`src/rtl/imm_extend_arbiter.sv`:
```
// imm_extend_arbiter
// Two decode lanes share one immediate extraction / sign-extension datapath.
// A round-robin arbiter picks one lane per cycle. The chosen immediate is
// decoded, extended to 64 bits and registered toward rename/dispatch behind a
// valid/ready handshake. Sustained throughput is one immediate per cycle.
//
// Ports:
//   clk, reset            clock and synchronous active-high reset
//   req{0,1}_valid        lane has an instruction that needs an immediate
//   req{0,1}_ready        lane request accepted this cycle (combinational)
//   req{0,1}_instr        32-bit instruction word
//   req{0,1}_fmt          immediate format select (0..5 legal, 6/7 illegal)
//   req{0,1}_tag          ROB/dispatch tag carried with the request
//   out_valid/out_ready   result handshake
//   out_imm               64-bit extended immediate
//   out_tag, out_src      tag and originating lane of the result
//   out_err               result came from an illegal format code
//   illegal_cnt           saturating count of accepted illegal requests
module imm_extend_arbiter #(
    parameter int TAG_W        = 6,
    parameter bit SHIFT_BRANCH = 1'b1
) (
    input  logic             clk,
    input  logic             reset,
    input  logic             req0_valid,
    output logic             req0_ready,
    input  logic [31:0]      req0_instr,
    input  logic [2:0]       req0_fmt,
    input  logic [TAG_W-1:0] req0_tag,
    input  logic             req1_valid,
    output logic             req1_ready,
    input  logic [31:0]      req1_instr,
    input  logic [2:0]       req1_fmt,
    input  logic [TAG_W-1:0] req1_tag,
    output logic             out_valid,
    input  logic             out_ready,
    output logic [63:0]      out_imm,
    output logic [TAG_W-1:0] out_tag,
    output logic             out_src,
    output logic             out_err,
    output logic [7:0]       illegal_cnt
);

    logic             rr_ptr;
    logic             load_en;
    logic             grant0;
    logic             grant1;
    logic             accept0;
    logic             accept1;
    logic             accept;
    logic [31:0]      sel_instr;
    logic [2:0]       sel_fmt;
    logic [TAG_W-1:0] sel_tag;
    logic [63:0]      dec_imm;
    logic             dec_err;

    // The output stage can take a new result when it is empty or its current
    // result is being consumed this cycle. A lane only wins outright when the
    // other lane is idle; on contention rr_ptr decides. Readies are forced low
    // during reset so nothing is accepted into a register that is being cleared.
    always_comb begin
        load_en    = !out_valid || out_ready;
        grant0     = req0_valid && (!req1_valid || !rr_ptr);
        grant1     = req1_valid && (!req0_valid || rr_ptr);
        req0_ready = !reset && load_en && grant0;
        req1_ready = !reset && load_en && grant1;
        accept0    = req0_valid && req0_ready;
        accept1    = req1_valid && req1_ready;
        accept     = accept0 || accept1;
    end

    // Steer the granted lane into the shared decoder. Lane 0 is the default
    // so the mux has a defined value even when nobody is accepted.
    always_comb begin
        sel_instr = req0_instr;
        sel_fmt   = req0_fmt;
        sel_tag   = req0_tag;
        if (accept1) begin
            sel_instr = req1_instr;
            sel_fmt   = req1_fmt;
            sel_tag   = req1_tag;
        end
    end

    // Shared immediate decoder. Each field is first widened to 64 bits so any
    // following shift drops bits past bit 63 instead of wrapping. IW shifts by
    // 16 times the 2-bit halfword selector. Illegal formats yield zero + error.
    always_comb begin
        dec_imm = 64'd0;
        dec_err = 1'b0;
        case (sel_fmt)
            3'd0: dec_imm = {{55{sel_instr[20]}}, sel_instr[20:12]};
            3'd1: dec_imm = {52'd0, sel_instr[21:10]};
            3'd2: begin
                dec_imm = {{45{sel_instr[23]}}, sel_instr[23:5]};
                if (SHIFT_BRANCH) dec_imm = dec_imm << 2;
            end
            3'd3: begin
                dec_imm = {{38{sel_instr[25]}}, sel_instr[25:0]};
                if (SHIFT_BRANCH) dec_imm = dec_imm << 2;
            end
            3'd4: dec_imm = {48'd0, sel_instr[20:5]} << {sel_instr[22:21], 4'd0};
            3'd5: dec_imm = {58'd0, sel_instr[15:10]};
            default: begin
                dec_imm = 64'd0;
                dec_err = 1'b1;
            end
        endcase
    end

    // Output register and arbitration pointer. On an accept the result loads
    // and the pointer moves to the lane that did not win. With no accept a
    // consumed result simply drops valid, leaving stale data in place. A stall
    // holds everything because load_en keeps the readies low.
    always_ff @(posedge clk) begin
        if (reset) begin
            out_valid   <= 1'b0;
            out_imm     <= 64'd0;
            out_tag     <= '0;
            out_src     <= 1'b0;
            out_err     <= 1'b0;
            illegal_cnt <= 8'd0;
            rr_ptr      <= 1'b0;
        end else if (accept) begin
            out_valid <= 1'b1;
            out_imm   <= dec_imm;
            out_tag   <= sel_tag;
            out_src   <= accept1;
            out_err   <= dec_err;
            rr_ptr    <= accept0;
            if (dec_err && illegal_cnt != 8'hFF) begin
                illegal_cnt <= illegal_cnt + 8'd1;
            end
        end else if (out_valid && out_ready) begin
            out_valid <= 1'b0;
        end
    end

endmodule

```
`config.mk`:
```
export PLATFORM = sky130hd
export DESIGN_NAME = imm_extend_arbiter
export DESIGN_NICKNAME = d
export VERILOG_FILES = /design/src/rtl/imm_extend_arbiter.sv
export SDC_FILE = /design/constraint.sdc
export NUM_CORES = 1
export LEC_CHECK = 0
export BUFFER_PORTS_ARGS = -buffer_cell sky130_fd_sc_hd__buf_2
export CAP_MARGIN = 5
export CORE_ASPECT_RATIO = 0.6
export CORE_UTILIZATION = 45
export CTS_CLUSTER_DIAMETER = 30
export CTS_CLUSTER_SIZE = 14
export DETAILED_ROUTE_END_ITERATION = 8
export GPL_TIMING_DRIVEN = 1
export MAX_ROUTING_LAYER = met4
export PLACE_DENSITY = 0.73
export SYNTH_ARGS = -nofsm -noshare
export SYNTH_HDL_FRONTEND = slang
export SYNTH_SLANG_ARGS = --single-unit
```
`constraint.sdc`:
```
create_clock -name clk -period 2.1 [get_ports clk]
set_clock_uncertainty 0.1 [all_clocks]
set_input_delay 0.105 -clock clk [delete_from_list [all_inputs] [get_ports clk]]
set_output_delay 0.105 -clock clk [all_outputs]
set_load 0.05 [all_outputs]
```
==> results of run 1 <==
-- metal layers --
layer | up-vias | routed length [um]
met5 | - | 0
met3 | 41 | 2640
met2 | 446 | 8930
li1 | 2789 | -
met4 | 0 | 305
met1 | 2908 | 10300
-- sequential cells by signal, summed over array words and instances, names as in the netlist --
name and cells:
out_imm 64, illegal_cnt 8, out_tag 6, out_err 1, out_src 1, out_valid 1
rr_ptr 1
-- through the flow --
step | worst slack (ps) | hold WS, ps | cell area (sq um) | total power, W
floorplan | 31.0 | 188 | 5090 | 0.00259
global placement | -271 | 296 | 6420 | 0.00310
detailed placement | -272 | 302 | 6420 | 0.00311
CTS | -3.52 | 10.3 | 6880 | 0.00503
global route | -46.0 | 12.8 | 7210 | 0.00531
finish | 17.2 | 7.22 | 7210 | 0.00516
-- critical path, cell delays in order, from the launching register on --
cell       delay, ps
dfxtp_2          330
nand2b_4         120
nand4_4          200
buf_6            190
and3_1           150
a311o_2          420
clkbuf_16        210
a21oi_2          150
o21ai_1          100
-- area by class of cell --
cell class / count / area (sq um)
Clock buffer: 9 / 225
Clock inverter: 7 / 130
Fill cell: 919 / 3560
Inverter: 7 / 43.8
Multi-Input combinational cell: 504 / 3340
Sequential cell: 82 / 1650
Tap cell: 139 / 174
Timing Repair Buffer: 252 / 1650
Timing Repair inverter: 1 / 11.3
-- Yosys cell counts, types with 8 or more instances --
master    instances
nor3_1           16
a22o_1            9
mux2_2           23
a21oi_1          63
mux2i_1          41
a311oi_1          8
clkbuf_1         21
nor2_1           30
dfxtp_1          82
o22ai_1          11
o21ai_1          33
and3_1            9
a211oi_1         12
nand3_1          16
nand2_1         120
buf_2            17
o21ai_0          24
-- power by group through the flow --
| stage | combinational (W) | sequential (W) | clock [W] |
|---|---|---|---|
| after CTS | 0.00141 | 0.00169 | 0.00193 |
| after global placement | 0.00138 | 0.00172 | 0 |
| after global routing | 0.00162 | 0.00170 | 0.00200 |
| after detailed placement | 0.00138 | 0.00173 | 0 |
| after floorplan | 0.000573 | 0.00202 | 0 |
| final | 0.00155 | 0.00169 | 0.00192 |
-- logic make-up (layout without fill, tap and decap cells) --
| logic type | count (synthesis) | count (layout) | share of synthesized area |
|---|---|---|---|
| and+or+nand+nor | 228 | 228 | 0.206 |
| AOI/OAI and AO/OA | 205 | 205 | 0.253 |
| DFF | 82 | 82 | 0.323 |
| muxes | 67 | 67 | 0.143 |
| buffers and inverters | 60 | 276 | 0.0679 |
| xor gates and xnor gates | 3 | 3 | 0.00517 |
| adders and majority gates | 1 | 1 | 0.00246 |
-- timing repair --
action	4_1_cts	5_1_grt
cloned	0	4
gates resized for setup	12	56
hold buffers	5	0
hold endpoints to repair	5	0
pin swaps	1	8
setup endpoints to repair	58	60
buffers inserted	2	4
-- path summary, 6_finish.rpt --
kind | from | to | slack (ps) | cells after the start
setup / recovery | rr_ptr | out_imm[49] | 20 | 8
hold / removal | req0_tag[0] | out_tag[0] | 7 | 3
setup reg to reg | rr_ptr | out_imm[49] | 20 | 8
hold reg to reg | out_imm[22] | out_imm[22] | 340 | 2
==> run metrics, run 1 <==
die width=139 um; clock tree sinks=82; core area=0.0108 sq mm; Max-cap violations=0; period utilization=0.992; Final Setup Violations=0; Fin Setup TNS=0 ps; Worst setup EP type=flip-flop; Avg WL per Cell=22.2 um; vias per cell=6.18; Synthesized Nets=734; maximum vdd drop=0.523 mV; CP required=2220 ps; yosys warns=0; register share of total power=0.328; kind of critical path=reg -> reg; DRC viols=9; Inserted Clock Buffers=9; share of flip-flops with an asynchronous set or reset=0; final wirelength=22.2 mm; GR met2 Demand/Resource=0.500; # port buffers=157; total grt overflow=0; Slew HR=0.645; Comb pwr share=0.300; commonest cells after routing, fill and taps aside=157 x buf_2, 120 x nand2_1, 80 x dfxtp_1; leakage power=3.17 nW; register area share after synthesis=0.323; clk root buf=clkbuf_16; share of layout cells above drive strength 1=0.396; Max Clk Rate=480 MHz; Inst Count DP=971; diode count=0; Mapped Cells=646; crit path time final=2080 ps; top-area cell type share of the netlist area=0.323; layout net count=945; GRT Total Usage=0.377; initial antenna violation count=0; Cell Pwr Density=716 mW/mm^2; Clk Latency, worst-skew pair=340 ps; Yosys cell types=66; DR iter-0 viols=981; vias in the first global route=5614; area grow syn2layout=41.8%; Net Switching=0.00180 W; GPL Wtd Cong=1.00; Max H-tree Level=3; P_int=0.00337 W; largest cells by area after synthesis=dfxtp_1 32%, nand2_1 8.9%, mux2i_1 8.1%; area leader, netlist=dfxtp_1; RSZ-0062 raised after global routing=true; Final Util=0.669; total number of vias=6184; endpoints failing hold=0; Worst Max-Slew Pin Slew=530 ps; WP data arrival=2210 ps; Die Y=84.4 um; Most used DFF post-synth=dfxtp_1; Startpoint Class=flip-flop; switching part of the total=0.348; FF+latch count, synth=82; clock network power share=0.373; grt peak-use layer=met1; largest net degree at the start of global routing=44; Post-DP HPWL=16.5 mm; TritonCTS clock tree=built; Longest Clk Path Bufs=2; IO Pins=170; first-pass GRT wire length=32.9 mm; M3 GR Usage=0.103; GRT met1 Usage=0.556; initial core utilization=0.472; max-slew violation count=0; drt pass-1 iters=9; crit-path max FO=5; Post-Syn Area=0.00509 sq mm; DIE AREA=0.0117 sq mm; Final ANT Viol Nets=0; post-route insts no fill=1001; failing checks=design-rule violations; Hold Crit Class=in -> reg; EDFF count, synth=0; syn_area_per_cell=7.87 sq um; Worst-path clk slew=70 ps; Row Count=29; commonest non-fill, non-tap cell in the layout=buf_2; outcome=finished with violations
Power figures use the tool's default switching activity.
==> run 2: changes to the inputs <==
clock period = 2.4 ns   (was 2.1 ns; I/O delays follow)
==> run metrics, run 2 (synthesis results as in run 1) <==
M3 GR Usage=0.0975; max reg flops=64; RSZ-0062 raised after global routing=false; Startpoint Class=flip-flop; Hold EP=out_tag[2]; final wirelength=20.9 mm; P_int=0.00256 W; GPL Wtd Cong=0.964; Post-DP HPWL=15.6 mm; Most common cell on crit path=buf_4; Final ANT Viol Nets=0; Critical Path Stages=8; clock network power share=0.335; largest net degree at the start of global routing=44; vias per cell=6.14; DRC viols=8; grt peak-use layer=met1; leakage power=2.87 nW; # port buffers=157; clock tree sinks=82; Avg WL per Cell=21.7 um; DR iter-0 viols=628; Worst setup EP type=flip-flop; share of layout cells above drive strength 1=0.318; max-slew violation count=0; core area=0.0108 sq mm; Inserted Clock Buffers=9; Slowest cell on crit path=mux2_2; Slew HR=0.544; Comb pwr share=0.299; r2r worst-path depth=8; kind of critical path=reg -> reg; Inst Count DP=936; switching part of the total=0.367; Hold Crit Class=in -> reg; Hold Startpoint=req0_tag[2]; Net Switching=0.00148 W; Die Y=84.4 um; clk root buf=clkbuf_16; total grt overflow=0; Slowest Stage Delay on Critical Path=450 ps; register share of total power=0.366; Filler Cell Count=1004; endpoints failing hold=0; initial core utilization=0.472; area grow syn2layout=28.5%; IO Pins=170; maximum vdd drop=0.369 mV; Max-cap violations=0; crit-path max FO=24; drt pass-1 iters=8; die width=139 um; GRT met1 Usage=0.532; total number of vias=5898; most flop-heavy register=out_imm; FF-to-FF End=out_imm[62]; Regs by FF count=out_imm x64, illegal_cnt x8, out_tag x6; GRT Total Usage=0.366; Longest Clk Path Bufs=2; commonest non-fill, non-tap cell in the layout=buf_2; WP data arrival=2440 ps; Clk Latency, worst-skew pair=340 ps; Max Clk Rate=440 MHz; Reg2Reg Setup Slack=130 ps; first-pass GRT wire length=31.6 mm; DIE AREA=0.0117 sq mm; GR met2 Demand/Resource=0.487; post-route insts no fill=961; failing checks=design-rule violations; vias in the first global route=5417; layout net count=904; initial antenna violation count=1; Cell Pwr Density=619 mW/mm^2; cells along the critical path=nand2b_2 > nand4_4 > buf_4 > mux2_2 > nor2_2 > buf_4 > a21oi_1 > o21ai_1; Buf+Inv Stages, Crit Path=2; Worst Max-Slew Pin Slew=665 ps; Fin Setup TNS=0 ps; period utilization=0.947; Final Setup Violations=0; crit path time final=2270 ps; Max H-tree Level=3; Crit Reg-Reg Startpoint=rr_ptr; Row Count=29; CP delay by family, top=simple AND/OR/NAND/NOR gates; outcome=finished with violations; TritonCTS clock tree=built; Hold Path Cell Cnt=3; CP required=2570 ps; Worst-path clk slew=70 ps; commonest cells after routing, fill and taps aside=157 x buf_2, 120 x nand2_1, 82 x dfxtp_1
[run 2: cell count changes in the layout (fill, tap and decap cells not counted), moves of 5 or more]
cell and delta:
buf_4 -31, a21oi_2 -16, a21oi_1 +15, buf_6 -7, o21ai_0 +7, mux2i_1 +5, o21ai_2 -5
[run 2: worst max-delay path by stage]
stage / slack [ps] / end / startpoint
after CTS: 40 / out_imm[32] / out_valid
after global routing: 40 / out_imm[11] / rr_ptr
after global placement: 120 / out_imm[53] / out_valid
final: 130 / out_imm[62] / rr_ptr
after floorplan: 60 / out_imm[7] / out_valid
after detailed placement: 60 / out_imm[32] / out_valid
[run 2: power groups by stage]
stage / sequential (W) / combinational [W] / clock [W]
2_1_floorplan: 0.00177 / 0.000501 / 0
3_3_place_gp: 0.00150 / 0.00115 / 0
3_5_place_dp: 0.00151 / 0.00116 / 0
4_1_cts: 0.00148 / 0.00117 / 0.00137
5_1_grt: 0.00149 / 0.00126 / 0.00143
6_report: 0.00148 / 0.00121 / 0.00135
[run 2: tightest hold or removal path, stage by stage]
cell      delay (ps)
buf_2            100
mux2i_1          120
a211oi_1          90
[run 2: stage by stage]
step | hold WS [ps] | utilization | area, sq um | power [W] | setup slack, ps
final | 25.7 | 0.606 | 6530 | 0.00404 | 127
after detailed placement | 315 | 0.571 | 6150 | 0.00267 | 64.5
after floorplan | 203 | - | 5090 | 0.00227 | 56.7
after global routing | 44.3 | 0.606 | 6530 | 0.00418 | 40.0
after global placement | 311 | 0.571 | 6150 | 0.00266 | 124
after CTS | 19.0 | 0.603 | 6500 | 0.00402 | 44.2
[run 2: repair_timing]
action	4_1_cts	5_1_grt
hold buffers	6	0
buffers inserted	0	1
endpoints found under the hold margin	6	0
endpoints found under the setup margin	0	42
resized for setup	0	2
[run 2: per-layer routing]
metal  wire (um)  part of all wire
met5           0                 0
met4         393             0.019
met3        2260              0.11
met2        8320              0.40
met1        9920              0.47
[run 2: cell type report]
type                    instances  area [sq um]  area share
inverters                       7          43.8     0.00670
well taps                     139           174      0.0266
diodes                          1          2.50    0.000383
clock inverters                 6          48.8     0.00747
repair buffers                211          1260       0.192
multi-input cells             505          3130       0.479
flip-flops and latches         82          1640       0.251
clock buffers                  10           239      0.0366
==> run 3: changes to the inputs <==
CORE_ASPECT_RATIO = 1.4   (was 0.6)
==> run metrics, run 3 (synthesis results as in run 1) <==
outcome=finished with violations; failing checks=negative hold slack; maximum vdd drop=0.334 mV; minimum hold slack=-0.730 ps; cell area after layout=0.00654 sq mm; WP data arrival=2480 ps; commonest non-fill, non-tap cell in the layout=buf_2; period utilization=0.965; multi-input logic area=0.00312 sq mm; vias per cell=6.03; Reg2Reg Setup Slack=80 ps; Worst Max-Slew Pin Slew=623 ps; Row Count=45; share of layout cells above drive strength 1=0.317; Die Y=128 um; Hold Crit Class=in -> reg; Worst setup EP type=flip-flop; Slew HR=0.584; Startpoint Class=flip-flop; crit-path max FO=14; switching part of the total=0.366; total number of vias=5797; Final Setup Violations=0; GPL Wtd Cong=0.970; GRT Total Usage=0.356; area occupied by registers=0.00164 sq mm; cells along the critical path=nand2b_2 > nand4_4 > buf_4 > mux2_2 > nor2_2 > a21oi_1 > o21ai_1; Max H-tree Level=3; max-slew violation count=0; drt pass-1 iters=5; largest net degree at the start of global routing=44; Final Power=0.00400 W; crit path time final=2320 ps; DR iter-0 viols=422; initial antenna violation count=0; Slowest Stage Delay on Critical Path=530 ps; Max Clk Rate=432 MHz; Clk Latency, worst-skew pair=340 ps; Final ANT Viol Nets=0; final wirelength=20.2 mm; Worst-path clk slew=70 ps; first-pass GRT wire length=30.9 mm; clock network power share=0.332; # port buffers=157; TritonCTS clock tree=built; core area=0.0109 sq mm; Inserted Clock Buffers=9; Cell Area, Placed=0.00617 sq mm; Longest Clk Path Bufs=2; die width=91.9 um; P_int=0.00254 W; kind of critical path=reg -> reg; Hold Startpoint=req1_tag[5]; clock tree sinks=82; r2r worst-path depth=7; Post-DP HPWL=15.2 mm; Max-cap violations=0; Comb pwr share=0.298; Cell Pwr Density=612 mW/mm^2; commonest cells after routing, fill and taps aside=157 x buf_2, 120 x nand2_1, 82 x dfxtp_1; register share of total power=0.370; Filler Cell Count=1076; vias in the first global route=5639; CP required=2570 ps; leakage power=2.87 nW; max reg flops=64; area grow syn2layout=28.5%; DIE AREA=0.0117 sq mm; most flop-heavy register=out_imm; clk root buf=clkbuf_16; Net Switching=0.00146 W; Hold EP=out_tag[5]; Hold Path Cell Cnt=3; FF-to-FF End=out_imm[49]; Regs by FF count=out_imm x64, illegal_cnt x8, out_tag x6; endpoints failing hold=1; IO Pins=170; diode count=0; initial core utilization=0.466; Slowest cell on crit path=nor2_2; Crit Reg-Reg Startpoint=rr_ptr; total grt overflow=0; layout net count=903; Avg WL per Cell=21.0 um; DRC viols=0
[run 3: cell count changes in the layout (fill, tap and decap cells not counted), sizes merged]
cell,previous run,this run
buf,205,206
diode,1,0
dlygate4sd3,6,5
nand4,6,5
[run 3: critical path: cells and delay by family (launching register included)]
family,cells,cell delay (ps)
and+or+nand+nor,3,870
muxes,1,430
DFF,1,320
AOI/OAI and AO/OA,2,300
buffers and inverters,1,220
[run 3: through the flow]
step	util	std cells	setup WS [ps]	setup TNS, ps
floorplan	-	646	56.7	0
global placement	0.564	936	128	0
detailed placement	0.564	936	59.3	0
CTS	0.595	957	39.1	0
global route	0.598	961	-0.388	-0.388
finish	0.598	961	84.7	0
[run 3: layout make-up]
cell class,count,share of cell area
clock buffers,10,0.0350
inverters,7,0.00670
flip-flops and latches,82,0.251
multi-input cells,504,0.477
clock inverters,6,0.00747
well taps,141,0.0270
repair buffers,211,0.196
[run 3: timing repair]
| action | 4_1_cts | 5_1_grt |
|---|---|---|
| setup endpoints to repair | 0 | 33 |
| setup buffers | 0 | 4 |
| hold endpoints to repair | 5 | 0 |
| resized for setup | 0 | 2 |
| hold buffers | 5 | 0 |
[run 3: power by group through the flow]
| stage | Clock (W) | Combinational, W | Sequential (W) |
|---|---|---|---|
| after global routing | 0.00139 | 0.00126 | 0.00149 |
| after CTS | 0.00134 | 0.00117 | 0.00148 |
| after detailed placement | 0 | 0.00116 | 0.00151 |
| after floorplan | 0 | 0.000501 | 0.00177 |
| final | 0.00133 | 0.00119 | 0.00148 |
| after global placement | 0 | 0.00115 | 0.00150 |
[run 3: worst max path at each step]
| stage | cells past startpoint | from | endpoint |
|---|---|---|---|
| floorplan | 10 | out_valid | out_imm[7] |
| global placement | 9 | rr_ptr | out_imm[1] |
| detailed placement | 9 | rr_ptr | out_imm[36] |
| CTS | 9 | rr_ptr | out_imm[36] |
| global route | 9 | out_valid | out_imm[1] |
| finish | 7 | rr_ptr | out_imm[49] |
[run 3: routing by layer]
layer	up-vias	global-route usage	wire (um)
met5	-	-	0
met4	0	0.233	1220
met3	82	0.0516	1300
met2	324	0.598	9880
met1	2701	0.390	7760
li1	2690	-	-
